File: src/rtl/uart_rx_fifo.sv
// UART receiver with 2-flop synchroniser, 3-sample majority vote, parity/framing/break
// detection and an output FIFO drained over valid/ready.
module uart_rx_fifo #(
    parameter int unsigned CLK_FREQ   = 50_000_000,
    parameter int unsigned BAUD_RATE  = 115200,
    parameter int unsigned DATA_BITS  = 8,
    parameter int unsigned PARITY     = 0,
    parameter int unsigned STOP_BITS  = 1,
    parameter int unsigned FIFO_DEPTH = 4
) (
    input  logic                              clk,
    input  logic                              reset,
    input  logic                              rx,
    output logic [DATA_BITS-1:0]              rx_data,
    output logic                              rx_valid,
    input  logic                              rx_ready,
    output logic                              parity_err,
    output logic                              frame_err,
    output logic                              overrun,
    output logic                              break_det,
    output logic [$clog2(FIFO_DEPTH+1)-1:0]   fifo_count
);

    localparam int unsigned BIT_TIME = CLK_FREQ / BAUD_RATE;
    localparam int unsigned HALF_BIT = BIT_TIME / 2;
    localparam int unsigned CNT_W    = $clog2(BIT_TIME);
    localparam int unsigned IDX_W    = $clog2(DATA_BITS);
    localparam int unsigned PTR_W    = $clog2(FIFO_DEPTH);
    localparam int unsigned FCNT_W   = $clog2(FIFO_DEPTH + 1);
    localparam int unsigned ENT_W    = DATA_BITS + 2;

    typedef enum logic [2:0] {
        S_IDLE,
        S_START,
        S_DATA,
        S_PAR,
        S_STOP,
        S_BRK
    } state_t;

    logic                 r_sync1;
    logic                 r_rs;
    state_t               r_state;
    logic [CNT_W-1:0]     r_cnt;
    logic [IDX_W-1:0]     r_idx;
    logic                 r_stop_idx;
    logic [DATA_BITS-1:0] r_data;
    logic                 r_par_err;
    logic                 r_all_zero;
    logic                 r_s0;
    logic                 r_s1;
    logic                 r_overrun;
    logic                 r_break;

    state_t               w_state_nxt;
    logic [CNT_W-1:0]     w_cnt_nxt;
    logic [IDX_W-1:0]     w_idx_nxt;
    logic                 w_stop_nxt;
    logic [DATA_BITS-1:0] w_data_nxt;
    logic                 w_perr_nxt;
    logic                 w_zero_nxt;
    logic                 w_push_c;
    logic                 w_ferr_c;
    logic                 w_brk_c;
    logic                 w_bit_end;
    logic                 w_bit_c;

    logic [ENT_W-1:0]     r_mem [FIFO_DEPTH];
    logic [PTR_W-1:0]     r_wr_ptr;
    logic [PTR_W-1:0]     r_rd_ptr;
    logic [FCNT_W-1:0]    r_count;
    logic                 w_full;
    logic                 w_pop;
    logic                 w_wr_en;
    logic [ENT_W-1:0]     w_entry;
    logic [ENT_W-1:0]     w_head;

    // Two-flop synchroniser; resets high so a reset never looks like a start bit.
    always_ff @(posedge clk or posedge reset) begin
        if (reset) begin
            r_sync1 <= 1'b1;
            r_rs    <= 1'b1;
        end else begin
            r_sync1 <= rx;
            r_rs    <= r_sync1;
        end
    end

    // First two of the three vote samples; the third is rs itself at the decision cycle.
    always_ff @(posedge clk or posedge reset) begin
        if (reset) begin
            r_s0 <= 1'b1;
            r_s1 <= 1'b1;
        end else begin
            if (r_cnt == CNT_W'(BIT_TIME - 3)) r_s0 <= r_rs;
            if (r_cnt == CNT_W'(BIT_TIME - 2)) r_s1 <= r_rs;
        end
    end

    assign w_bit_end = (r_cnt == CNT_W'(BIT_TIME - 1));
    assign w_bit_c   = (r_s0 & r_s1) | (r_s0 & r_rs) | (r_s1 & r_rs);

    always_ff @(posedge clk or posedge reset) begin
        if (reset) begin
            r_state    <= S_IDLE;
            r_cnt      <= '0;
            r_idx      <= '0;
            r_stop_idx <= 1'b0;
            r_data     <= '0;
            r_par_err  <= 1'b0;
            r_all_zero <= 1'b0;
        end else begin
            r_state    <= w_state_nxt;
            r_cnt      <= w_cnt_nxt;
            r_idx      <= w_idx_nxt;
            r_stop_idx <= w_stop_nxt;
            r_data     <= w_data_nxt;
            r_par_err  <= w_perr_nxt;
            r_all_zero <= w_zero_nxt;
        end
    end

    always_comb begin
        w_state_nxt = r_state;
        w_cnt_nxt   = r_cnt + CNT_W'(1);
        w_idx_nxt   = r_idx;
        w_stop_nxt  = r_stop_idx;
        w_data_nxt  = r_data;
        w_perr_nxt  = r_par_err;
        w_zero_nxt  = r_all_zero;
        w_push_c    = 1'b0;
        w_ferr_c    = 1'b0;
        w_brk_c     = 1'b0;
        case (r_state)
            S_IDLE: begin
                w_cnt_nxt = '0;
                if (!r_rs) w_state_nxt = S_START;
            end
            S_START: begin
                if (r_cnt == CNT_W'(HALF_BIT - 1)) begin
                    w_cnt_nxt = '0;
                    if (r_rs) begin
                        w_state_nxt = S_IDLE;
                    end else begin
                        w_state_nxt = S_DATA;
                        w_idx_nxt   = '0;
                        w_zero_nxt  = 1'b1;
                        w_perr_nxt  = 1'b0;
                    end
                end
            end
            S_DATA: begin
                if (w_bit_end) begin
                    w_cnt_nxt  = '0;
                    w_data_nxt = {w_bit_c, r_data[DATA_BITS-1:1]};
                    w_zero_nxt = r_all_zero & ~w_bit_c;
                    if (r_idx == IDX_W'(DATA_BITS - 1)) begin
                        w_state_nxt = (PARITY != 0) ? S_PAR : S_STOP;
                        w_stop_nxt  = 1'b0;
                    end else begin
                        w_idx_nxt = r_idx + IDX_W'(1);
                    end
                end
            end
            S_PAR: begin
                if (w_bit_end) begin
                    w_cnt_nxt   = '0;
                    w_perr_nxt  = ((^r_data) ^ w_bit_c) != 1'(PARITY == 2);
                    w_zero_nxt  = r_all_zero & ~w_bit_c;
                    w_state_nxt = S_STOP;
                    w_stop_nxt  = 1'b0;
                end
            end
            S_STOP: begin
                if (w_bit_end) begin
                    w_cnt_nxt = '0;
                    if (!w_bit_c) begin
                        // An all-zero frame through the first stop bit is a break, not a word.
                        if (r_all_zero && !r_stop_idx) begin
                            w_brk_c     = 1'b1;
                            w_state_nxt = S_BRK;
                        end else begin
                            w_push_c    = 1'b1;
                            w_ferr_c    = 1'b1;
                            w_state_nxt = S_IDLE;
                        end
                    end else if (r_stop_idx == 1'(STOP_BITS - 1)) begin
                        w_push_c    = 1'b1;
                        w_state_nxt = S_IDLE;
                    end else begin
                        w_stop_nxt = 1'b1;
                    end
                end
            end
            S_BRK: begin
                w_cnt_nxt = '0;
                if (r_rs) w_state_nxt = S_IDLE;
            end
            default: begin
                w_state_nxt = S_IDLE;
                w_cnt_nxt   = '0;
            end
        endcase
    end

    assign w_full  = (r_count == FCNT_W'(FIFO_DEPTH));
    assign w_pop   = rx_valid & rx_ready;
    assign w_wr_en = w_push_c & (~w_full | w_pop);
    assign w_entry = {w_ferr_c, r_par_err, r_data};

    // FIFO storage; a full FIFO still accepts a push when the head leaves in the same cycle.
    always_ff @(posedge clk or posedge reset) begin
        if (reset) begin
            for (int i = 0; i < FIFO_DEPTH; i++) r_mem[i] <= '0;
        end else if (w_wr_en) begin
            r_mem[r_wr_ptr] <= w_entry;
        end
    end

    always_ff @(posedge clk or posedge reset) begin
        if (reset) begin
            r_wr_ptr  <= '0;
            r_rd_ptr  <= '0;
            r_count   <= '0;
            r_overrun <= 1'b0;
            r_break   <= 1'b0;
        end else begin
            if (w_wr_en) r_wr_ptr <= r_wr_ptr + PTR_W'(1);
            if (w_pop)   r_rd_ptr <= r_rd_ptr + PTR_W'(1);
            case ({w_wr_en, w_pop})
                2'b10:   r_count <= r_count + FCNT_W'(1);
                2'b01:   r_count <= r_count - FCNT_W'(1);
                default: r_count <= r_count;
            endcase
            r_overrun <= w_push_c & w_full & ~w_pop;
            r_break   <= w_brk_c;
        end
    end

    assign w_head     = r_mem[r_rd_ptr];
    assign rx_data    = w_head[DATA_BITS-1:0];
    assign parity_err = w_head[DATA_BITS];
    assign frame_err  = w_head[DATA_BITS+1];
    assign rx_valid   = (r_count != '0);
    assign fifo_count = r_count;
    assign overrun    = r_overrun;
    assign break_det  = r_break;

endmodule

File: config.mk
export PLATFORM = sky130hd
export DESIGN_NAME = uart_rx_fifo
export DESIGN_NICKNAME = d
export VERILOG_FILES = /design/src/rtl/uart_rx_fifo.sv
export SDC_FILE = /design/constraint.sdc
export NUM_CORES = 1
export LEC_CHECK = 0
export CELL_PAD_IN_SITES_DETAIL_PLACEMENT = 1
export CELL_PAD_IN_SITES_GLOBAL_PLACEMENT = 1
export CORE_MARGIN = 8
export CORE_UTILIZATION = 54
export CTS_BUF_LIST = sky130_fd_sc_hd__clkbuf_16
export CTS_CLUSTER_DIAMETER = 100
export DETAILED_ROUTE_END_ITERATION = 16
export PLACE_DENSITY = 0.86
export SLEW_MARGIN = 20
export SYNTH_ARGS = -nofsm -noshare
export SYNTH_HDL_FRONTEND = slang
export SYNTH_SLANG_ARGS = --single-unit
export TNS_END_PERCENT = 1
File: constraint.sdc
create_clock -name clk -period 8.3 [get_ports clk]
set_clock_uncertainty 0.05 [all_clocks]
set_input_delay 2.075 -clock clk [delete_from_list [all_inputs] [get_ports clk]]
set_output_delay 2.075 -clock clk [all_outputs]
set_load 0.01 [all_outputs]
==> results.md <==
- Outcome: finished clean
- PnR worst setup slack: between 3000 and 4000 ps
- Hold WS: 311 ps
- Largest family of logic cells by synthesized area: multiplexers
- Count leader, synth: dfrtp_1
- Number of remaining DRC errors: 0
- CP max stage cell: nor4b_1
- Synth Area in XOR/XNOR: 4.93%
- Crit-path max FO: 5
- Synth unique cells: 57
- Global Route Usage Sum: 18.1%
- Vias in the first global route: 2584
- Mapped Nets: 285
- Period Utilization, post-route: around 55%
- Antenna cells: 0
- Via count: roughly 2.3k
- H-tree level count: 3
- Number of synthesized flops with an enable pin: 0
- Post-synthesis mux area share: between 20% and 30%
- Worst-Skew Late Latency: approximately 340 ps
- CTS buffer count: 9
- Max-slew violation count: 0
- Wire per inst: 20.9 microns
- I/O pin cnt: 20
- Post-synthesis sequential area ratio: 51.1%
- Worst-margin pin slew: 977 ps
- Non-filler cells, final: around 400
- I/O Buffers: 19
- Global route overflow: 0
- Max cap viols: 0
- Clock Sinks: 78
- DR iter-0 viols: 52
- F_max: 0.219 GHz
- WS Path Type: primary input to register
- Crit path cell chain: clkdlybuf4s50_1 > nor4b_1 > nor3_4 > and2_1 > inv_2 > ha_1 > inv_1 > fa_1 > xor2_1 > nor2_1 > xor2_1
- Post-Route WL: roughly 8300 microns
- First-pass GRT wire length: 13800 microns
- Crit path DAT: 4780 ps
- Initial Util: 56.1%
- Final hold vios: 0
- Post-synth ARST share: 100%
- Worst IR drop on VDD: 0.131 mV
- Final ANT Viol Nets: 0
- CP Capture Type: register
- Worst EP required: between 8000 and 9000 ps
- TritonCTS clock tree: yes
- Top FF cell, synth: dfrtp_1
- DP Cell Count: 379
- Syn Inst Count: 270
- Num rows: 30
- Cell area power density: 207 nW/um^2
- Synth-to-Final Area Change: 13.9%
- Mean post-synth cell area: 14.2 sq um
- Startpoint Class: primary input
- Synth area leaders: dfrtp_1, mux2_1, mux4_2, ha_1, xnor2_1
- Clock Path Buffers: 2
- Cell Area, Synth: approximately 3800 sq um
- Post-DP HPWL: 5340 microns
- Post-Synth Adder-Cell Area: 4.05%
- Pre-CTS WS: 3440 ps
- Hold Path Class: register to register
- Fin Setup TNS: 0 ps
- Number of gates resized after cts: 0
- Simple-gate share of the synthesized area: 12.1%
- Final Critical Period: 4570 ps
- Unrepaired setup endpoints after global routing: no
- Total core area: between 6000 and 7000 sq um
- Pin count of the biggest net entering global routing: between 70 and 80
- GPL Wtd Cong: around 0.8
- Cell mode on critical path: xor2_1
- Vias per std cell: around 5.7
- Final setup fails: 0
- Number of antenna violations at the first check in global routing: 0
- Hold Buf Count CTS: 0
- Max_slew headroom: a little over a third
- Yosys top cell area share: 48.4%
- Most frequent cells after synthesis: dfrtp_1, mux2_1, xnor2_1, inv_1, nor2_1
- Synth warn: 0
- Largest stage delay, worst path: 680 ps
- Ratio of cells with drive above 1 in the final layout: 16.7%
- TritonRoute pass-1 iters: 4
- Clk root buf: clkbuf_16
- Die area: 10000 sq um
- Compound-cell area share of the yosys netlist: 2.12%
- Setup Fix Bufs, Post-CTS: 0
- Final nets: 309
- Die Y: 100 microns
- Clock transition at path regs: approximately 60 ps
- Post-synth top area cell: dfrtp_1
- LEAKAGE: between 2 and 2.5 nW
- Number of synthesized register bits: 78
- Die Width: 100 microns
## layout by cell type, fill, tap and decap left out, drive strengths merged, types with 2 or more instances in the layout
cell,count
or3,3
xor2,5
ha,10
o21ai,3
mux2,54
nor2,12
nand2,4
inv,16
and3,2
xnor2,14
nor3,4
mux2i,3
mux4,10
dfstp,4
nor2b,3
a22o,2
clkdlybuf4s50,19
dfrtp,74
nor3b,2
nand4bb,2
nand4b,3
clkbuf,9
nor4,2
nand2b,2
clkinvlp,4
nand3,11
o22ai,2
and2,3
## sequential cells by signal, summed over array words and instances (netlist names), 2 cells and up
register	flops
r_mem	40
r_cnt	9
r_data	8
r_idx	3
fifo_count	3
r_rd_ptr	2
r_wr_ptr	2
r_state	3
## layer usage
metal / part of all wire [%] / GRT usage (%)
met5: 0 / 0
met4: 2.3 / 8.95
met1: 43 / 21.0
met3: 2.8 / 3.94
met2: 52 / 30.9
## logic make-up (layout without fill, tap and decap cells)
logic type	count (synthesis)	count (layout)
DFF	78	78
and+or+nand+nor	60	60
buffers and inverters	21	50
xor gates and xnor gates	20	20
muxes	67	67
AOI/OAI and AO/OA	12	12
adders and majority gates	12	12
## power breakdown
group,total [W],switching (W),internal [W]
combinational,0.0000989,0.0000431,0.0000558
sequential,0.000438,0.0000438,0.000394
clock,0.000364,0.000161,0.000203
## final cells by class
cell class	instances	area [sq um]
multi-input cells	171	1760
flip-flops and latches	78	1960
well taps	96	120
inverters	14	52.6
clock buffers	9	225
fillers	660	2470
clock inverters	7	51.3
repair buffers	20	198
## path summary, 6_finish.rpt
check	startpoint	endpoint	slack, ps	depth (start not counted)
max	rx_ready	fifo_count[2]	3730	11
min	r_sync1	r_rs	310	0
max reg2reg	fifo_count[0]	fifo_count[2]	5400	10
min reg2reg	r_sync1	r_rs	310	0
max in group asynchronous	reset	overrun	5260	3
min in group asynchronous	reset	r_mem[34]	2320	3
## worst max-delay path: cells and delay by family
kind                       cells  cell delay [ps]
and+or+nand+nor                4             1250
xor gates and xnor gates       2              300
buffers and inverters          3              580
adders and majority gates      2              570
## stage by stage
step | utilization [%] | power [W] | instance area [sq um]
2_1_floorplan | - | 0.000496 | 3830
3_3_place_gp | 59.8 | 0.000531 | 4080
3_5_place_dp | 59.8 | 0.000542 | 4080
4_1_cts | 63.8 | 0.000910 | 4360
5_1_grt | 63.8 | 0.000932 | 4360
6_report | 63.8 | 0.000901 | 4360
(Power assumes the default switching activity.)
